## src/rtl/bmp_copy_engine.sv

```systemverilog
// ROM-to-RAM byte copy engine for BMP images: streams one byte per clock through a
// ROM_LAT-deep read pipeline, optionally skipping the header and inverting pixel bytes.
//
// state | meaning
// IDLE  | waiting for in_valid; address registers hold their last values
// RUN   | one ROM read per cycle until length reads are issued
// DRAIN | waiting for in-flight reads to be written to RAM
// DONE  | one-cycle done pulse, then back to IDLE
module bmp_copy_engine #(
    parameter int DATA_WIDTH = 8,
    parameter int ADDR_WIDTH = 20,
    parameter int HDR_BYTES  = 54,
    parameter int ROM_LAT    = 1
) (
    input  logic                  clk,
    input  logic                  rst,
    input  logic                  in_valid,
    input  logic [ADDR_WIDTH-1:0] src_base,
    input  logic [ADDR_WIDTH-1:0] dst_base,
    input  logic [ADDR_WIDTH:0]   length,
    input  logic [1:0]            mode,
    input  logic [DATA_WIDTH-1:0] ROM_out,
    output logic                  ROM_ren,
    output logic [ADDR_WIDTH-1:0] ROM_addr,
    output logic                  RAM_ren,
    output logic                  RAM_wen,
    output logic [ADDR_WIDTH-1:0] RAM_addr,
    output logic [DATA_WIDTH-1:0] RAM_in,
    output logic                  busy,
    output logic                  done
);

    typedef enum logic [1:0] {S_IDLE, S_RUN, S_DRAIN, S_DONE} state_t;

    localparam logic [ADDR_WIDTH:0]   HDR_IDX  = (ADDR_WIDTH+1)'(HDR_BYTES);
    localparam logic [ADDR_WIDTH-1:0] HDR_OFF  = ADDR_WIDTH'(HDR_BYTES);
    localparam logic [ADDR_WIDTH:0]   ONE_IDX  = (ADDR_WIDTH+1)'(1);
    localparam logic [ADDR_WIDTH-1:0] ONE_ADDR = ADDR_WIDTH'(1);

    state_t                  state_q, state_d;
    logic [ADDR_WIDTH-1:0]   rom_addr_q, rom_addr_d;
    logic [ADDR_WIDTH-1:0]   dst_q, dst_d;
    logic [ADDR_WIDTH:0]     len_q, len_d;
    logic [ADDR_WIDTH:0]     rd_cnt_q, rd_cnt_d;
    logic [1:0]              mode_q, mode_d;
    logic                    ren_q, ren_d;
    logic                    busy_q, busy_d;
    logic                    done_q, done_d;
    logic [ROM_LAT-1:0]      vld_q, vld_d;
    logic [ROM_LAT-1:0]      pix_q, pix_d;
    logic [ADDR_WIDTH-1:0]   waddr_q [ROM_LAT];
    logic [ADDR_WIDTH-1:0]   waddr_d [ROM_LAT];
    logic [DATA_WIDTH-1:0]   ram_in_q, ram_in_d;
    logic [ADDR_WIDTH:0]     rd_next;
    logic [ADDR_WIDTH-1:0]   rd_start;
    logic [ROM_LAT-1:0]      pend;

    always_comb begin
        state_d    = state_q;
        rom_addr_d = rom_addr_q;
        dst_d      = dst_q;
        len_d      = len_q;
        rd_cnt_d   = rd_cnt_q;
        mode_d     = mode_q;
        ren_d      = ren_q;
        busy_d     = busy_q;
        done_d     = 1'b0;
        pix_d      = pix_q;
        waddr_d    = waddr_q;
        rd_next    = rd_cnt_q + ONE_IDX;
        rd_start   = mode[1] ? src_base + HDR_OFF : src_base;
        pend       = vld_q;
        pend[ROM_LAT-1] = 1'b0;

        // Stage 0 captures the write address and pixel class of the read issued this cycle.
        vld_d[0] = ren_q;
        if (ren_q) begin
            pix_d[0]   = mode_q[1] || (rd_cnt_q >= HDR_IDX);
            waddr_d[0] = dst_q + rd_cnt_q[ADDR_WIDTH-1:0];
        end
        for (int i = 1; i < ROM_LAT; i++) begin
            vld_d[i] = vld_q[i-1];
            if (vld_q[i-1]) begin
                pix_d[i]   = pix_q[i-1];
                waddr_d[i] = waddr_q[i-1];
            end
        end

        case (state_q)
            S_IDLE: begin
                if (in_valid) begin
                    dst_d    = dst_base;
                    len_d    = length;
                    mode_d   = mode;
                    rd_cnt_d = '0;
                    busy_d   = 1'b1;
                    if (length == '0) begin
                        state_d = S_DONE;
                        done_d  = 1'b1;
                    end else begin
                        state_d    = S_RUN;
                        ren_d      = 1'b1;
                        rom_addr_d = rd_start;
                    end
                end
            end
            S_RUN: begin
                if (rd_next == len_q) begin
                    ren_d   = 1'b0;
                    state_d = S_DRAIN;
                end else begin
                    rd_cnt_d   = rd_next;
                    rom_addr_d = rom_addr_q + ONE_ADDR;
                end
            end
            S_DRAIN: begin
                // Only the output stage may still be occupied: that is the final write.
                if (pend == '0) begin
                    state_d = S_DONE;
                    done_d  = 1'b1;
                end
            end
            S_DONE: begin
                busy_d  = 1'b0;
                state_d = S_IDLE;
            end
            default: state_d = S_IDLE;
        endcase

        // ROM data is only valid in the write cycle, so the write data is a mux over a hold register.
        if (vld_q[ROM_LAT-1]) begin
            ram_in_d = (mode_q[0] && pix_q[ROM_LAT-1]) ? ~ROM_out : ROM_out;
        end else begin
            ram_in_d = ram_in_q;
        end
    end

    always_ff @(posedge clk) begin
        if (rst) begin
            state_q    <= S_IDLE;
            rom_addr_q <= '0;
            dst_q      <= '0;
            len_q      <= '0;
            rd_cnt_q   <= '0;
            mode_q     <= '0;
            ren_q      <= 1'b0;
            busy_q     <= 1'b0;
            done_q     <= 1'b0;
            vld_q      <= '0;
            pix_q      <= '0;
            ram_in_q   <= '0;
            for (int i = 0; i < ROM_LAT; i++) begin
                waddr_q[i] <= '0;
            end
        end else begin
            state_q    <= state_d;
            rom_addr_q <= rom_addr_d;
            dst_q      <= dst_d;
            len_q      <= len_d;
            rd_cnt_q   <= rd_cnt_d;
            mode_q     <= mode_d;
            ren_q      <= ren_d;
            busy_q     <= busy_d;
            done_q     <= done_d;
            vld_q      <= vld_d;
            pix_q      <= pix_d;
            ram_in_q   <= ram_in_d;
            waddr_q    <= waddr_d;
        end
    end

    assign ROM_ren  = ren_q;
    assign ROM_addr = rom_addr_q;
    assign RAM_ren  = 1'b0;
    assign RAM_wen  = vld_q[ROM_LAT-1];
    assign RAM_addr = waddr_q[ROM_LAT-1];
    assign RAM_in   = ram_in_d;
    assign busy     = busy_q;
    assign done     = done_q;

endmodule

```

## config.mk

```make
export PLATFORM = sky130hd
export DESIGN_NAME = bmp_copy_engine
export DESIGN_NICKNAME = d
export VERILOG_FILES = /design/src/rtl/bmp_copy_engine.sv
export SDC_FILE = /design/constraint.sdc
export NUM_CORES = 1
export LEC_CHECK = 0
export ABC_AREA = 1
export CORE_MARGIN = 2
export CORE_UTILIZATION = 33
export DETAILED_ROUTE_END_ITERATION = 7
export SYNTH_ARGS = -nofsm -noshare
export SYNTH_HDL_FRONTEND = slang
export SYNTH_SLANG_ARGS = --single-unit
```

## constraint.sdc

```tcl
create_clock -name clk -period 2.7 [get_ports clk]
set_input_delay 0.54 -clock clk [delete_from_list [all_inputs] [get_ports clk]]
set_output_delay 0.54 -clock clk [all_outputs]
set_load 0.1 [all_outputs]
```

# Word-level counts from Yosys, hierarchy flattened
# Cells that the tools add are included.
[word_totals] ram_bits=0 elab_cells=62 memories=0 rom_bits=0 latchBits=0 reg_bits=119 out_inout_bits=53 inputBits=74
[classes] div_mod_pow=0 eq_ne=8 n_shift=0 add_sub_neg=4 muxes=23 bitwise=1 reduce_logical=12 n_mul=0 order_cmp=1
[op_table] op="$mux W20" n=4
[op_table] op="$mux W21" n=2
[op_table] op="$pmux W21 S2" n=1
[op_table] op="$pmux W20 S2" n=1
[op_table] op="$add A21 B1 Y21 const B" n=1
[op_table] op="$eq A21 B21 Y1" n=1
[op_table] op="$ge A21 B6 Y1 const B" n=1
[op_table] op="$logic_not A21 Y1" n=1
[op_table] op="$add A20 B1 Y20 const B" n=1
[op_table] op="$add A20 B20 Y20" n=1
[op_table] op="$add A20 B6 Y20 const B" n=1
[op_table] op="$mux W8" n=2
[op_table] op="$ne A2 B2 Y1 const B" n=4
[op_table] op="$not A8 Y8" n=1
[op_table] op="$pmux W2 S4" n=1
[op_table] op="$reduce_and A4 Y1" n=2
[op_table] op="$mux W1" n=6
[op_table] op="$mux W2" n=3
[op_table] op="$pmux W1 S2" n=3
[op_table] op="$reduce_and A2 Y1" n=3
[op_table] op="$eq A2 B2 Y1 const B" n=2
[op_table] op="$reduce_bool A2 Y1" n=2
[op_table] op="$reduce_and A3 Y1" n=1
[op_table] op="$eq A2 B1 Y1 const B" n=1
[op_table] op="3 further kinds" n=3

# Depth between registers and ports, before layout
[depth] depth_word=5 depth_mapped=19 ltp_nobuf=18

# Worst setup path before layout
# No wires, ideal clock.
[synth_timing] kind="flip-flop to flip-flop" startpoint="register rom_addr_q[0] (netlist: ROM_addr[0])" endpoint="register rom_addr_q[18] (netlist: ROM_addr[18])" period_less_slack_ns=2.889 setup_time_ns=0.064 t_arrival_ns=2.825 slack_ns=-0.189 required_time_ns=2.636 stages_incl_launch_ff=14 path_buffers=0 cell_sequence="dfxtp_1 ha_1 nand2_1 nor2_1 nand2_1 nor2_1 nand2_1 nor3_1 nand3_1 o21ai_0 inv_1 o21ai_0 nor2_1 nor2_1"
[synth_via] elab_chain_cells=3
[synth_rtl] item="from (decl)" line_no="41" text="logic [ADDR_WIDTH-1:0] rom_addr_q, rom_addr_d;"
[synth_rtl] item="from (signal assigned)" line_no="157" text="rom_addr_q <= rom_addr_d;"
[synth_rtl] item="$add A20 B1 Y20" line_no="113" text="rom_addr_d = rom_addr_q + ONE_ADDR;"
[synth_rtl] item="$mux W20" line_no="108" text="if (rd_next == len_q) begin"
[synth_rtl] item="$pmux W20 S2" line_no="89" text="case (state_q)"
# No other way between the ends. The select of a mux whose other input is x is not followed.
# A chain may end at the register's enable or synchronous reset.

# Worst setup path in the final report
[layout_timing] startpoint="register rd_cnt_q[1]" endpoint="register ren_q (netlist: ROM_ren)"
[layout_via] elab_chain_cells=4
[layout_rtl] item="from (decl)" line_no="44" text="logic [ADDR_WIDTH:0] rd_cnt_q, rd_cnt_d;"
[layout_rtl] item="from (signal assigned)" line_no="160" text="rd_cnt_q <= rd_cnt_d;"
[layout_rtl] item="$add A21 B1 Y21" line_no="70" text="rd_next = rd_cnt_q + ONE_IDX;"
[layout_rtl] item="$eq A21 B21 Y1" line_no="108"
[layout_rtl] item="$ne A2 B2 Y1 (no source line)"
[layout_rtl] item="$reduce_and A4 Y1 (no source line)"
[layout_rtl] item="to (signal assigned)" line_no="162" text="ren_q <= ren_d;"
[layout_rtl] item="to (decl)" line_no="46" text="logic ren_q, ren_d;"
# No other way between the ends.

==> flow_metrics.py <==
metrics = {
    "timing": {
        "setup_slack_ps": 237,
        "finalSetupViolations": 0,
        "fmax_mhz": 406,
        "fin_setup_tns_ps": 0,
        "finalCritPeriodShare_pct": 91.2,
        "tightest_slew_ps": 550,
        "finalHoldViolCount": 0,
        "min_period_ps": 2460,
        "rsz0062_at_grt": "no",
        "maxSlewHeadroom_pct": 63.3,
        "drv_slew": 0,
        "fin_skew_ps": 14.7,
    },
    "setup_path": {
        "critPathTopFamily": "simple AND/OR/NAND/NOR gates",
        "critical-path-slowest-cell": "dfxtp_1",
        "crit_path_end_kind": "flop",
        "path_cells": "ha_2, nand2_2, nor2_4, nand2_2, nor2_2, nand3_1, nand2_1, nor2_1, nor2_1, nand3_1, nor2_2, nand3_2, buf_4, o21ai_0, nor2_1",
        "worstPathRequired_ps": 3000,
        "crit_type": "reg -> reg",
        "critPathMaxStageDelay_ps": 370,
        "start_kind": "flop",
        "crit_arrival_ps": 2760,
        "critPathMaxFanout": 17,
        "crit_top_cell": "nor2_1",
        "crit_buf_inv": 1,
    },
    "yosys": {
        "ys.flop_type": "dfxtp_1",
        "yosys-top-cells-area": "dfxtp_1, nand2_1, nor2_1",
        "synth.top_cell.area_share_pct": 31.4,
        "synth.most_common_cell": "nand2_1",
        "yosys_register_bits": 119,
        "synth-edff-count": 0,
        "syn_area_per_cell_sq_um": 6.25,
        "synth_warnings": 0,
        "syn_area_sq_um": 7580,
        "ys_seq_area_share_pct": 31.4,
        "synthArstFlopShare_pct": 0,
        "synth.distinct_cells": 43,
        "synth_common_cells": "nand2_1, nor2_1, dfxtp_1",
        "synth_fp_nets": 1314,
        "postSynthCellCount": 1212,
        "yosysTopAreaCell": "dfxtp_1",
    },
    "layout": {
        "nets": 1443,
        "final_cells": 1639,
        "layout-drive-gt1-share_pct": 10.9,
        "syn2layout_area_growth_pct": 29.9,
        "antenna_cells": 0,
        "final_cell_area_sq_um": 9850,
    },
    "global_route": {
        "grt_pass1_vias": 7290,
        "antenna_found_initial": 0,
        "grt_max_degree": 100,
        "grt_usage_pct": 18.5,
        "grt_first_pass_wirelength_um": 36400,
        "gr-total-overflow": 0,
    },
    "clocking": {
        "cts_hold_buf": 0,
        "cts_tree": "done",
        "cts_buffers": 17,
        "clock_sinks": 119,
        "clockBufferDepth": 2,
        "cts.clk_slew.worst_paths_ps": 60,
        "clk-insertion-delay-late_ps": 420,
        "root_buffer": "clkbuf_16",
        "cts_htree_levels": 4,
    },
    "place": {
        "dpl.cell_count": 1606,
        "place_area_sq_um": 9240,
        "hpwl_um": 16700,
        "gp_congestion": 0.881,
        "post-place-ws_ps": 81.1,
        "portBuffers": 125,
    },
    "power": {
        "irDropWorstVdd_uv": 409,
        "power_density_nw_per_um2": 1150,
        "p_leak_nw": 4.42,
    },
    "routing": {
        "drtIter0Drc": 528,
        "routedWlPerCell_um": 13.5,
        "firstDrtPassIters": 5,
        "drt-vias-per-instance": 4.87,
        "ant_nets": 0,
        "vias": 7989,
        "drc_errors": 0,
        "drt_wl_total_um": 22200,
    },
    "floorplanning": {
        "rows": 55,
        "dieArea_sq_um": 24200,
        "core_area_sq_um": 22600,
        "initial_utilization_pct": 33.6,
        "die_h_um": 156,
        "io_pins": 127,
        "die_w_um": 156,
    },
    "run_status": {
        "status": "finished, final reports clean",
    },
    "hold_path": {
        "hold_path_class": "reg -> reg",
    },
    "flow_run": {
        "cap_violations": 0,
    },
}
[final cells by class]
| class | instances | area, sq um |
|---|---|---|
| well taps | 285 | 357 |
| multi-input cells | 931 | 4570 |
| repair buffers | 158 | 1520 |
| clock buffers | 20 | 457 |
| clock inverters | 12 | 128 |
| flip-flops and latches | 119 | 2390 |
| inverters | 114 | 428 |
| fillers | 2386 | 12700 |
[tightest hold or removal path: cells and delay by family (launching register included)]
kind,cells,cell delay [ps]
flip-flops,1,310
AO/OA/AOI/OAI,1,50
buffers and inverters,1,60
[state kept, by name (all words and copies together) (netlist names)]
register,cells
rd_cnt_q,21
done,1
pix_q,1
ram_in_q,8
dst_q,20
RAM_wen,1
len_q,21
RAM_addr,20
busy,1
ROM_addr,20
mode_q,2
state_q,2
ROM_ren,1
[layer usage]
| layer | GRT usage [%] | share of wire [%] | vias to the layer above |
|---|---|---|---|
| li1 | - | - | 4222 |
| met1 | 25.7 | 49 | 3559 |
| met2 | 29.4 | 45 | 180 |
| met3 | 3.22 | 4.5 | 28 |
| met4 | 5.72 | 1.5 | 0 |
| met5 | 0 | 0 | - |
[power breakdown]
group	switching, mW	internal, mW
clock network	0.829	1.40
registers	0.568	2.33
logic	4.39	1.85
total	5.79	5.58
[repair_timing]
action | in CTS | in global routing
endpoints found under the setup margin | 0 | 42
resized for setup | 0 | 7
buffers inserted | 0 | 1
[per-stage QoR]
stage	util, %	hold WS [ps]	total power, mW
finish	43.6	471	11.4
global route	43.6	482	12.2
CTS	43.5	472	11.4
detailed placement	40.9	464	9.14
global placement	40.9	458	9.10
floorplan	-	444	7.50
[worst paths after layout]
kind | start | end | slack (ps) | cells past startpoint
setup / recovery | rd_cnt_q[1]$_SDFFE_PP0P_ | ROM_ren$_SDFFE_PP0P_ | 240 | 15
hold / removal | len_q[16]$_SDFFE_PP0P_ | len_q[16]$_SDFFE_PP0P_ | 470 | 2
hold reg to reg | len_q[16]$_SDFFE_PP0P_ | len_q[16]$_SDFFE_PP0P_ | 470 | 2
setup reg to reg | rd_cnt_q[1]$_SDFFE_PP0P_ | ROM_ren$_SDFFE_PP0P_ | 240 | 15
[kinds of logic after synthesis]
group                    Yosys count  share of synthesized area (%)
adder cells (fa/ha/maj)           28                           4.72
flip-flops                       119                           31.4
AO/OA/AOI/OAI                    216                           15.2
XOR/XNOR                          36                           4.16
other                              1                         0.0495
buffers and inverters            162                           8.43
AND/OR/NAND/NOR                  650                           36.1
[layout by cell type (no fill, tap or decap), types with 26 or more instances in the layout]
master / n
nand2_1: 283
nor2_1: 206
dfxtp_1: 114
inv_1: 109
o21ai_0: 95
nand3_1: 93
a21oi_1: 91
clkdlybuf4s50_1: 73
buf_4: 73
ha_1: 26
No activity file was read; power rests on OpenSTA's default activity.
